## src/rtl/bsk_pc_rd_dispatch.sv

```systemverilog
// Read-command dispatcher: spreads one BSK read command round-robin over BSK_PC HBM
// pseudo-channels, bounds in-flight bursts per channel and pulses done on completion.
module bsk_pc_rd_dispatch #(
  parameter int BSK_PC      = 4,
  parameter int AXI_ADD_W   = 64,
  parameter int BURST_LEN   = 16,
  parameter int BURST_BYTES = 1024,
  parameter int MAX_OUTST   = 8,
  parameter int NB_W        = 16
) (
  input  logic                        clk,
  input  logic                        s_rst_n,
  input  logic                        cmd_vld,
  output logic                        cmd_rdy,
  input  logic [AXI_ADD_W-1:0]        cmd_add,
  input  logic [NB_W-1:0]             cmd_nb,
  output logic [BSK_PC*AXI_ADD_W-1:0] m_axi_araddr,
  output logic [BSK_PC*8-1:0]         m_axi_arlen,
  output logic [BSK_PC-1:0]           m_axi_arvalid,
  input  logic [BSK_PC-1:0]           m_axi_arready,
  input  logic [BSK_PC-1:0]           rlast_vld,
  output logic                        done,
  output logic                        err_underflow
);
  localparam int OW = $clog2(MAX_OUTST + 1);

  typedef enum logic [1:0] {S_IDLE, S_ISSUE, S_DRAIN, S_DONE} state_t;

  state_t               r_state;
  logic [NB_W-1:0]      r_quota  [BSK_PC];
  logic [NB_W-1:0]      r_issued [BSK_PC];
  logic [OW-1:0]        r_outst  [BSK_PC];
  logic [AXI_ADD_W-1:0] r_araddr [BSK_PC];
  logic [BSK_PC-1:0]    r_arvalid;
  logic                 r_cmdRdy;
  logic                 r_done;
  logic                 r_errUnderflow;

  logic [NB_W-1:0]      w_quotaNew   [BSK_PC];
  logic [NB_W-1:0]      w_issuedNext [BSK_PC];
  logic [OW-1:0]        w_outstNext  [BSK_PC];
  logic [BSK_PC-1:0]    w_arHs;
  logic [BSK_PC-1:0]    w_underflow;
  logic [BSK_PC-1:0]    w_canIssue;
  logic                 w_cmdHs;
  logic                 w_allIssued;
  logic                 w_allIdle;

  // Burst i of a command goes to channel i mod BSK_PC; one extra bit keeps nb+BSK_PC-1 from wrapping.
  always_comb begin
    w_cmdHs     = cmd_vld & r_cmdRdy;
    w_allIssued = 1'b1;
    w_allIdle   = 1'b1;
    for (int p = 0; p < BSK_PC; p++) begin
      w_quotaNew[p]   = NB_W'(({1'b0, cmd_nb} + (NB_W+1)'(BSK_PC - 1 - p)) / (NB_W+1)'(BSK_PC));
      w_arHs[p]       = r_arvalid[p] & m_axi_arready[p];
      w_issuedNext[p] = r_issued[p] + NB_W'(w_arHs[p]);
      w_underflow[p]  = rlast_vld[p] & ~w_arHs[p] & (r_outst[p] == '0);
      w_outstNext[p]  = r_outst[p];
      if (w_arHs[p] && !rlast_vld[p])
        w_outstNext[p] = r_outst[p] + OW'(1);
      else if (rlast_vld[p] && !w_arHs[p] && r_outst[p] != '0)
        w_outstNext[p] = r_outst[p] - OW'(1);
      w_canIssue[p] = (w_issuedNext[p] < r_quota[p]) && (w_outstNext[p] < OW'(MAX_OUTST));
      if (r_issued[p] != r_quota[p]) w_allIssued = 1'b0;
      if (r_outst[p] != '0)          w_allIdle   = 1'b0;
    end
  end

  always_ff @(posedge clk) begin
    if (!s_rst_n) begin
      r_state        <= S_IDLE;
      r_cmdRdy       <= 1'b0;
      r_done         <= 1'b0;
      r_errUnderflow <= 1'b0;
      r_arvalid      <= '0;
      for (int p = 0; p < BSK_PC; p++) begin
        r_quota[p]  <= '0;
        r_issued[p] <= '0;
        r_outst[p]  <= '0;
        r_araddr[p] <= '0;
      end
    end else begin
      r_done         <= 1'b0;
      r_errUnderflow <= r_errUnderflow | (|w_underflow);
      for (int p = 0; p < BSK_PC; p++) begin
        r_outst[p]  <= w_outstNext[p];
        r_issued[p] <= w_issuedNext[p];
        if (w_arHs[p]) r_araddr[p] <= r_araddr[p] + AXI_ADD_W'(BURST_BYTES);
      end
      case (r_state)
        S_IDLE: begin
          r_cmdRdy <= ~w_cmdHs;
          // First AR is launched straight from the handshake edge to save a cycle.
          if (w_cmdHs) begin
            for (int p = 0; p < BSK_PC; p++) begin
              r_quota[p]   <= w_quotaNew[p];
              r_issued[p]  <= '0;
              r_araddr[p]  <= cmd_add;
              r_arvalid[p] <= (w_quotaNew[p] != '0) && (w_outstNext[p] < OW'(MAX_OUTST));
            end
            r_state <= (cmd_nb == '0) ? S_DONE : S_ISSUE;
          end
        end
        S_ISSUE: begin
          r_arvalid <= w_canIssue;
          if (w_allIssued) r_state <= S_DRAIN;
        end
        S_DRAIN: begin
          if (w_allIdle) r_state <= S_DONE;
        end
        S_DONE: begin
          r_done  <= 1'b1;
          r_state <= S_IDLE;
        end
        default: r_state <= S_IDLE;
      endcase
    end
  end

  for (genvar g = 0; g < BSK_PC; g++) begin : g_ch
    assign m_axi_araddr[g*AXI_ADD_W +: AXI_ADD_W] = r_araddr[g];
    assign m_axi_arlen[g*8 +: 8]                  = 8'(BURST_LEN - 1);
  end

  assign m_axi_arvalid = r_arvalid;
  assign cmd_rdy       = r_cmdRdy;
  assign done          = r_done;
  assign err_underflow = r_errUnderflow;
endmodule

```

## config.mk

```make
export PLATFORM = sky130hd
export DESIGN_NAME = bsk_pc_rd_dispatch
export DESIGN_NICKNAME = d
export VERILOG_FILES = /design/src/rtl/bsk_pc_rd_dispatch.sv
export SDC_FILE = /design/constraint.sdc
export NUM_CORES = 1
export LEC_CHECK = 0
export CAP_MARGIN = 20
export CORE_AREA = 2 2 250 202
export CTS_CLUSTER_SIZE = 30
export DETAILED_ROUTE_END_ITERATION = 6
export DIE_AREA = 0 0 252 204
export GPL_TIMING_DRIVEN = 0
export MAX_ROUTING_LAYER = met4
export PLACE_DENSITY = 0.77
export SLEW_MARGIN = 40
export SYNTH_ARGS = -nofsm -noshare
export SYNTH_HDL_FRONTEND = slang
export SYNTH_SLANG_ARGS = --single-unit
```

## constraint.sdc

```tcl
create_clock -name clk -period 3 [get_ports clk]
set_input_delay 0.6 -clock clk [delete_from_list [all_inputs] [get_ports clk]]
set_output_delay 0.6 -clock clk [all_outputs]
set_load 0.005 [all_outputs]
```

==> results of run 1 <==
## routing by layer
layer  up-vias  GRT usage (%)
met3       192           6.21
met1     10000           41.7
met2      1234           46.6
li1       9288              -
met4         0           10.9
met5         -              -
## layout by cell type, fill, tap and decap left out, types with 91 or more instances in the layout
master / n
and2_1: 91
clkdlybuf4s50_1: 343
edfxtp_1: 347
inv_1: 111
nand2_1: 191
nand3_1: 127
nor2_1: 176
o21ai_0: 207
xnor2_1: 193
xor2_1: 171
## synth_stat cells, types with 19 or more instances
master      n  area share, %
xnor2_1   197            7.3
nor2_1    181            2.9
inv_1     115            1.8
ha_1       85            4.5
nand2_1   202            3.2
and4_1     22           0.81
xor2_1    171            6.3
o21ai_1    19           0.40
nor3_1     48            1.0
nor4_1     19           0.50
nand4_1    72            1.9
buf_4      33            1.0
o21ai_0   211            4.4
a21oi_1    33           0.69
dfxtp_1    57            4.8
and2_1     92            2.4
edfxtp_1  347             44
nand3_1   135            2.8
clkbuf_1   73            1.2
and3_1     63            1.7
## layout make-up
class | instances | area, um^2 | share of cell area [%]
Antenna cell | 3 | 7.51 | 0.0245
Buffer | 119 | 606 | 1.98
Clock buffer | 55 | 1230 | 4.01
Clock inverter | 26 | 270 | 0.884
Inverter | 117 | 458 | 1.50
Multi-Input combinational cell | 1783 | 11800 | 38.7
Sequential cell | 404 | 11600 | 37.8
Tap cell | 637 | 797 | 2.61
Timing Repair Buffer | 380 | 3810 | 12.5
## state kept, by name (all words and copies together) (netlist names)
signal	cells
r_quota	59
r_outst	16
done	1
r_issued	64
r_araddr	256
r_state	2
err_underflow	1
cmd_rdy	1
m_axi_arvalid	4
## report_power, final
part,switching (W),total [W],internal [W],leakage [nW]
clock,0.00236,0.00570,0.00334,0.739
combinational,0.00331,0.00633,0.00302,6.38
sequential,0.00140,0.00904,0.00764,4.11
total,0.00707,0.0211,0.0140,11.2
## stage by stage
| step | setup TNS, ns | utilization (%) | std cells | total power (W) | setup WS, ns |
|---|---|---|---|---|---|
| final | 0 | 62.2 | 3524 | 0.0211 | 0.0607 |
| after global routing | -0.134 | 62.2 | 3523 | 0.0219 | -0.0558 |
| after CTS | -0.198 | 61.5 | 3508 | 0.0208 | -0.198 |
| after detailed placement | -241.68 | 57.9 | 3416 | 0.0150 | -1.41 |
| after global placement | -618.57 | 57.5 | 3410 | 0.0148 | -2.10 |
| after floorplan | -33.89 | - | 2427 | 0.0115 | -0.158 |
## worst max path at each step
stage	to	slack, ns	cells after the start	startpoint
after floorplan	r_araddr[1][10]	-0.16	8	r_state[0]
after global placement	r_araddr[2][26]	-2.10	7	cmd_vld
after detailed placement	m_axi_arvalid[2]	-1.41	15	m_axi_arready[2]
after CTS	m_axi_arvalid[1]	-0.20	17	m_axi_arready[1]
after global routing	m_axi_arvalid[2]	-0.06	12	r_issued[2][3]
final	m_axi_arvalid[1]	0.06	14	m_axi_arvalid[1]
## logic make-up (layout without fill, tap and decap cells)
logic type | count (synthesis) | in the layout | share of synthesized area [%]
simple gates | 912 | 912 | 20.3
flops | 404 | 404 | 48.6
xor+xnor | 368 | 368 | 13.6
compound gates | 351 | 351 | 8.48
buf+inv | 240 | 697 | 4.39
fa+ha+maj | 85 | 85 | 4.47
mux | 3 | 3 | 0.126
other cells | 2 | 67 | 0.0316
## worst max-delay path, stage by stage, from the launching register on
cell and delay, ns:
dfxtp_4 0.38, nand2_4 0.09, inv_6 0.09, ha_4 0.15
ha_4 0.15, and3_4 0.18, and3_4 0.21, nand2_2 0.08
nor3_4 0.24, xnor2_2 0.13, ha_4 0.30, nand4_1 0.20
a21oi_4 0.34, a2111oi_4 0.05, a22o_1 0.24
## timing repair
action,4_1_cts,5_1_grt
hold endpoints to repair,0,0
endpoints found under the setup margin,333,249
gates resized for setup,55,60
pin swaps,12,29
buffers inserted,12,16
==> results.py, run 1 <==
metrics = {
    "outcome": {
        "status": "finished, final reports clean",
    },
    "drt": {
        "routed_wl_um": 79500,
        "met2_length_um": 35700,
        "dr.pass1.iters": 7,
        "wl_per_cell_um": 22.5,
        "drc": 0,
        "wl_met3_um": 8420,
        "drt_iter0_drc": 2512,
        "vias": 20700,
        "postRouteAntennaNets": 0,
        "m1WireLength_um": 32400,
        "via_per_inst": 5.89,
        "top_layer_used": "met4",
    },
    "logic_synthesis": {
        "yosysSeqAreaShare_pct": 48.6,
        "ys_ff_latch": 404,
        "syn_area_um2": 23800,
        "syn_area_per_cell_um2": 10.0,
        "synthFlopType": "edfxtp_1",
        "yosys_warnings": 0,
        "syn_inst": 2365,
        "synth_edf_count": 347,
        "synthDistinctLibCells": 78,
        "synth-async-reset-ratio_pct": 0,
    },
    "sta": {
        "setup_violations": 0,
        "skew_ns": 0.0388,
        "fmax_ghz": 0.340,
        "tightest_slew_ns": 0.791,
        "finalCritPeriodShare_pct": 98.0,
        "holdWs_ns": 0.500,
        "rsz0062_at_grt": "true",
        "drv_slew": 0,
        "fin_crit_ns": 2.94,
        "relSlewSlack_pct": 47.3,
        "finalHoldViolCount": 0,
    },
    "final_layout": {
        "drive_above_1_share_pct": 9.26,
        "syn_to_final_growth_pct": 28.7,
        "fill_cells": 3927,
        "final_net_count": 3025,
        "fin_area_um2": 30600,
    },
    "clock_tree": {
        "numCtsBuffers": 44,
        "cts_root_buffer": "clkbuf_16",
        "worst_skew_pair.late_latency_ns": 0.59,
        "holdBufCountCts": 0,
        "cts.htree.levels": 2,
        "cts.sinks": 404,
        "cts_tree": "built",
        "clockBufferDepth": 3,
        "path_clk_slew_ns": 0.06,
    },
    "worst_setup_path": {
        "worstPathRequired_ns": 3.47,
        "path_class": "flop to flop",
        "critPathCaptureType": "flop",
        "reg2reg_from": "m_axi_arvalid[1]",
        "worstRegToRegCells": 14,
        "cp-start-kind": "flop",
        "r2r_slack_ns": 0.06,
        "crit_arrival_ns": 3.41,
        "crit_fanout": 5,
        "r2r_end": "m_axi_arvalid[1]",
    },
    "flow_run": {
        "maxCapViolCount": 0,
    },
    "power": {
        "power_density_nw_per_um2": 689,
        "p_leak_nw": 11.2,
        "max-vdd-ir-drop_mv": 0.517,
    },
    "grt": {
        "grt_pass1_wl_um": 118000,
        "grt_pass1_vias": 19500,
        "grt_usage_pct": 30.9,
        "antenna_found_initial": 2,
        "grt_max_degree": 39,
        "grt-ovfl-total": 0,
    },
    "die": {
        "num_rows": 73,
        "fp.dieArea_um2": 51400,
        "die_h_um": 204,
        "core_um2": 49100,
        "die_w_um": 252,
        "start_util_pct": 48.4,
        "ios": 386,
    },
    "placed_design": {
        "gp_congestion": 1.00,
        "portBuffers": 346,
        "placed_area_um2": 28400,
        "hpwl_um": 60100,
    },
    "min_path": {
        "holdPathEnd": "r_outst[1][1]",
        "hold_depth": 3,
        "hp-start": "rlast_vld[1]",
        "min_path_type": "input port to flop",
    },
}
(Power assumes the default switching activity.)
==> run 2: changes to the inputs <==
--- a/config.mk
+++ b/config.mk
@@ -6,13 +6,13 @@
 export NUM_CORES = 1
 export LEC_CHECK = 0
 export CAP_MARGIN = 20
-export CORE_AREA = 2 2 250 202
+export CORE_AREA = 2 2 228 185
 export CTS_CLUSTER_SIZE = 30
 export DETAILED_ROUTE_END_ITERATION = 6
-export DIE_AREA = 0 0 252 204
+export DIE_AREA = 0 0 230 187
 export GPL_TIMING_DRIVEN = 0
 export MAX_ROUTING_LAYER = met4
-export PLACE_DENSITY = 0.77
+export PLACE_DENSITY = 0.86
 export SLEW_MARGIN = 40
 export SYNTH_ARGS = -nofsm -noshare
 export SYNTH_HDL_FRONTEND = slang
==> constraint.sdc (replaced) <==
create_clock -name clk -period 3.4 [get_ports clk]
set_input_delay 0.68 -clock clk [delete_from_list [all_inputs] [get_ports clk]]
set_output_delay 0.68 -clock clk [all_outputs]
set_load 0.005 [all_outputs]
==> run 2 against run 1 <==
The flow now finishes with violations (negative setup slack); critical path depth grew 2; sequential share of layout area rose by 0.75 points; worst hold slack better by 0.021 ns; cell count is 3.0% lower; register-to-register slack barely moved; clock skew is 0.021 ns lower.
==> results.py, run 2 (synthesis gave the netlist of run 1 again) <==
metrics = {
    "worst_setup_path": {
        "crit_arrival_ns": 3.99,
        "slowest_delay_ns": 0.49,
        "crit_fanout": 4,
        "worstPathRequired_ns": 3.89,
        "worstRegToRegCells": 15,
        "cp_cell_sequence": "clkdlybuf4s50_1 -> nand2_2 -> buf_6 -> inv_4 -> ha_4 -> ha_4 -> and3_4 -> and3_4 -> nand2_1 -> nor3_2 -> xnor2_1 -> ha_1 -> a21oi_2 -> nand3_4 -> a2111oi_4 -> a22o_1",
        "cp-start-kind": "input port",
        "path_class": "input port to flop",
        "critPathCaptureType": "flop",
        "crit_path_top_delay_cell": "clkdlybuf4s50_1",
    },
    "sta": {
        "drv_slew": 0,
        "skew_ns": 0.0179,
        "fin_crit_ns": 3.50,
        "tightest_slew_ns": 0.868,
        "relSlewSlack_pct": 42.1,
        "finalHoldViolCount": 0,
        "rsz0062_at_grt": "true",
        "layout_setup_ws_ns": -0.104,
        "setup_violations": 1,
        "fmax_ghz": 0.285,
        "finalCritPeriodShare_pct": 103,
    },
    "clock_tree": {
        "cts.htree.levels": 2,
        "clockBufferDepth": 3,
        "holdBufCountCts": 0,
        "worst_skew_pair.late_latency_ns": 0.56,
        "cts_root_buffer": "clkbuf_16",
        "numCtsBuffers": 42,
        "cts_tree": "built",
        "path_clk_slew_ns": 0.06,
        "cts.sinks": 404,
    },
    "outcome": {
        "status": "finished, violations left",
        "violations": "negative setup slack",
    },
    "drt": {
        "vias": 21000,
        "wl_per_cell_um": 23.2,
        "drc": 0,
        "postRouteAntennaNets": 0,
        "via_per_inst": 6.14,
        "drt_iter0_drc": 2642,
        "dr.pass1.iters": 6,
        "routed_wl_um": 79300,
    },
    "flow_run": {
        "maxCapViolCount": 0,
    },
    "final_layout": {
        "final_net_count": 3004,
        "syn_to_final_growth_pct": 26.1,
        "final_common_cell": "edfxtp_1",
        "final_cells": 3419,
        "final_cell_mix": "347 x edfxtp_1, 346 x clkdlybuf4s50_1, 211 x o21ai_0",
        "drive_above_1_share_pct": 7.27,
        "largest_register": "r_araddr",
        "largestRegisters": "r_araddr x256, r_issued x64, r_quota x59",
        "largest_reg_flops": 256,
    },
    "grt": {
        "antenna_found_initial": 5,
        "grt_pass1_vias": 20400,
        "grt-ovfl-total": 0,
        "grt_pass1_wl_um": 119000,
        "grt_usage_pct": 37.1,
        "grt_max_degree": 48,
    },
    "placed_design": {
        "dp_slack_ns": -1.22,
        "place_inst": 3331,
        "portBuffers": 346,
        "gp_congestion": 0.988,
        "hpwl_um": 59800,
    },
    "power": {
        "p_leak_nw": 10.9,
        "power_density_nw_per_um2": 607,
        "max-vdd-ir-drop_mv": 0.535,
        "power_w": 0.0182,
    },
    "die": {
        "die_h_um": 187,
        "core_um2": 41100,
        "ios": 386,
        "die_w_um": 230,
        "num_rows": 67,
        "fp.dieArea_um2": 43000,
        "start_util_pct": 57.9,
    },
    "min_path": {
        "hold_depth": 2,
        "min_path_type": "flop to flop",
    },
}
## run 2: cell count changes in the layout (fill, tap and decap cells not counted), sizes merged
cell,previous run,this run
buf,85,63
clkdlybuf4s50,343,346
diode,3,6
dlymetal6s2s,3,0
inv,115,118
clkbuf,123,121
bufinv,5,4
clkinv,20,19
## run 2: final timing paths
path / slack [ns] / end / start
max: -0.10 / m_axi_arvalid[1] / m_axi_arready[1]
min: 0.52 / err_underflow / err_underflow
max reg2reg: 0.07 / m_axi_arvalid[1] / m_axi_arvalid[1]
min reg2reg: 0.52 / err_underflow / err_underflow
## run 2: metal layers
metal | share of wire (%) | vias to the layer above | global-route usage (%)
met5 | 0 | - | -
met4 | 4.6 | 0 | 14.9
met3 | 12 | 242 | 7.64
met2 | 44 | 1419 | 55.5
met1 | 40 | 10100 | 49.5
li1 | - | 9257 | -
## run 2: worst max-delay path: cells and delay by family
kind            cells  cell delay (ns)
simple gates        6             0.95
compound gates      3             0.76
fa+ha+maj           3             0.63
buf+inv             3             0.74
xor+xnor            1             0.21
## run 2: where the power goes
group,switching [W],internal (W)
logic,0.00290,0.00260
clock network,0.00204,0.00267
registers,0.00127,0.00674
total,0.00621,0.0120
## run 2: area by class of cell
class	instances	area [um^2]
flip-flops and latches	404	11600
fillers	2803	11100
plain buffers	122	614
diodes	6	15.0
repair buffers	358	3620
inverters	117	449
well taps	552	691
multi-input cells	1783	11700
clock inverters	27	244
clock buffers	50	1120
## run 2: per-stage QoR
step | util (%) | hold WS [ns] | area, um^2 | TNS, ns
floorplan | - | 0.463 | 24000 | 0
finish | 73.0 | 0.521 | 30000 | -0.104
detailed placement | 68.9 | 0.484 | 28300 | -152.32
global route | 73.0 | 0.566 | 30000 | -0.275
CTS | 72.4 | 0.515 | 29700 | -0.287
global placement | 68.5 | 0.480 | 28200 | -448.65
## run 2: what timing repair did
item,in CTS,in global routing
endpoints found under the hold margin,0,0
setup endpoints to repair,269,83
gates resized for setup,21,41
setup buffers,1,5
pin swaps,1,11
==> run 3: changes to the inputs <==
--- a/config.mk
+++ b/config.mk
@@ -6,13 +6,14 @@
 export NUM_CORES = 1
 export LEC_CHECK = 0
 export CAP_MARGIN = 20
-export CORE_AREA = 2 2 228 185
+export CORE_AREA = 2 2 217 177
 export CTS_CLUSTER_SIZE = 30
 export DETAILED_ROUTE_END_ITERATION = 6
-export DIE_AREA = 0 0 230 187
+export DIE_AREA = 0 0 219 179
+export DONT_BUFFER_PORTS = 1
 export GPL_TIMING_DRIVEN = 0
 export MAX_ROUTING_LAYER = met4
-export PLACE_DENSITY = 0.86
+export PLACE_DENSITY = 0.8
 export SLEW_MARGIN = 40
 export SYNTH_ARGS = -nofsm -noshare
 export SYNTH_HDL_FRONTEND = slang
==> run 3 against run 2 <==
Power down 8.4%; maximum frequency up 3.2%; combinational power down 34%; the run now ends clean; sequential share of layout area up 5.3 points; global-route usage up 1.2 points.
==> results.py, run 3 (synthesis gave the netlist of run 1 again) <==
metrics = {
    "sta": {
        "fmax_ghz": 0.294,
        "relSlewSlack_pct": 40.6,
        "fin_crit_ns": 3.40,
        "skew_ns": 0.0317,
        "holdWs_ns": 0.323,
        "finalHoldViolCount": 0,
        "tightest_slew_ns": 0.892,
        "tns_ns": 0,
        "setup_violations": 0,
        "rsz0062_at_grt": "true",
        "drv_slew": 0,
        "finalCritPeriodShare_pct": 99.9,
    },
    "grt": {
        "grt-ovfl-total": 0,
        "grt_usage_pct": 38.2,
        "antenna_found_initial": 3,
        "grt_pass1_vias": 17900,
        "grt_pass1_wl_um": 110000,
        "grt_max_degree": 49,
    },
    "worst_setup_path": {
        "cpMostUsedCell": "and3_4",
        "r2r_slack_ns": 0.004,
        "critPathCaptureType": "flop",
        "r2r_end": "m_axi_arvalid[1]",
        "cp-start-kind": "flop",
        "crit_path_top_delay_cell": "dfxtp_4",
        "slowest_delay_ns": 0.39,
        "worstRegToRegCells": 16,
        "crit_family": "compound AO/OA/AOI/OAI gates",
        "crit_arrival_ns": 3.84,
        "path_class": "flop to flop",
        "worstPathRequired_ns": 3.84,
        "reg2reg_from": "m_axi_arvalid[1]",
        "crit_fanout": 10,
        "cp_cell_sequence": "nand2_2 -> buf_4 -> inv_4 -> ha_2 -> ha_4 -> and3_4 -> and3_4 -> nand3_1 -> xnor2_1 -> ha_1 -> nand4_1 -> a31oi_2 -> o31ai_2 -> a21oi_2 -> a2111oi_2 -> a22o_1",
        "cp_num_buf_inv": 2,
    },
    "die": {
        "start_util_pct": 63.7,
        "ios": 386,
        "fp.dieArea_um2": 39200,
        "num_rows": 64,
        "core_um2": 37300,
        "die_w_um": 219,
        "die_h_um": 179,
    },
    "clock_tree": {
        "cts_tree": "built",
        "worst_skew_pair.late_latency_ns": 0.57,
        "clockBufferDepth": 3,
        "numCtsBuffers": 42,
        "cts_root_buffer": "clkbuf_16",
        "cts.sinks": 404,
        "cts.htree.levels": 2,
        "path_clk_slew_ns": 0.06,
    },
    "final_layout": {
        "largest_register": "r_araddr",
        "largestRegisters": "r_araddr x256, r_issued x64, r_quota x59",
        "final_cells": 3011,
        "final_net_count": 2657,
        "syn_to_final_growth_pct": 10.8,
        "largest_reg_flops": 256,
        "fill_cells": 2768,
        "final_common_cell": "edfxtp_1",
        "drive_above_1_share_pct": 7.88,
        "final_cell_mix": "347 x edfxtp_1, 210 x o21ai_0, 196 x xnor2_1",
        "postLayoutCoreUtil_pct": 70.6,
        "fin_area_um2": 26300,
    },
    "power": {
        "power_density_nw_per_um2": 633,
        "p_leak_nw": 9.61,
        "max-vdd-ir-drop_mv": 0.564,
    },
    "drt": {
        "routed_wl_um": 75400,
        "postRouteAntennaNets": 0,
        "met2_length_um": 33100,
        "drc": 0,
        "drt_iter0_drc": 2893,
        "wl_met3_um": 10300,
        "vias": 19600,
        "top_layer_used": "met4",
        "m1WireLength_um": 29700,
        "dr.pass1.iters": 6,
        "via_per_inst": 6.52,
        "wl_per_cell_um": 25.0,
    },
    "placed_design": {
        "portBuffers": 0,
        "place_inst": 2927,
        "placed_area_um2": 24800,
        "gp_congestion": 0.977,
        "hpwl_um": 56500,
    },
    "outcome": {
        "status": "finished, final reports clean",
    },
    "min_path": {
        "holdPathEnd": "r_araddr[1][11]",
        "hold_depth": 1,
        "hp-start": "cmd_add[11]",
        "min_path_type": "input port to flop",
    },
    "flow_run": {
        "maxCapViolCount": 0,
    },
}
## run 3: area by class of cell
cell class                      count  area (um^2)  area share [%]
Antenna cell                        3         7.51          0.0285
Inverter                          117          444            1.69
Sequential cell                   404        11600            43.9
Timing Repair Buffer               11          143           0.541
Clock inverter                     22          236           0.898
Multi-Input combinational cell   1783        11600            44.0
Clock buffer                       54         1140            4.32
Tap cell                          495          619            2.35
Buffer                            122          609            2.31
## run 3: worst max-delay path by stage
stage                        to  cells past startpoint             start
2_1_floorplan  m_axi_arvalid[1]                     15  m_axi_arready[1]
3_3_place_gp    r_araddr[1][29]                      8        r_state[0]
3_5_place_dp   m_axi_arvalid[1]                     16  m_axi_arready[1]
4_1_cts        m_axi_arvalid[1]                     16  m_axi_arvalid[1]
5_1_grt        m_axi_arvalid[1]                     16  m_axi_arvalid[1]
6_report       m_axi_arvalid[1]                     16  m_axi_arvalid[1]
## run 3: what timing repair did
action                     in CTS  in global routing
setup endpoints to repair     298                151
resized for setup              17                 33
hold buffers                    0                  0
hold endpoints to repair        0                  0
pin swaps                       0                  5
setup buffers                   0                  5
## run 3: routing by layer
layer,global-route usage (%),vias up
met5,-,-
met4,10.4,0
met3,9.79,167
met2,55.0,1413
met1,53.9,9513
li1,-,8543
## run 3: report_power, final
part           switching [W]  total (W)  internal, W
combinational        0.00230    0.00361      0.00131
clock                0.00200    0.00474      0.00274
sequential           0.00158    0.00833      0.00675
total                0.00587     0.0167       0.0108
## run 3: per-stage QoR
| stage | setup WS (ns) | power (W) |
|---|---|---|
| 2_1_floorplan | 0.101 | 0.0102 |
| 3_3_place_gp | -1.47 | 0.0115 |
| 3_5_place_dp | -0.813 | 0.0117 |
| 4_1_cts | -0.139 | 0.0164 |
| 5_1_grt | -0.0576 | 0.0172 |
| 6_report | 0.00360 | 0.0167 |
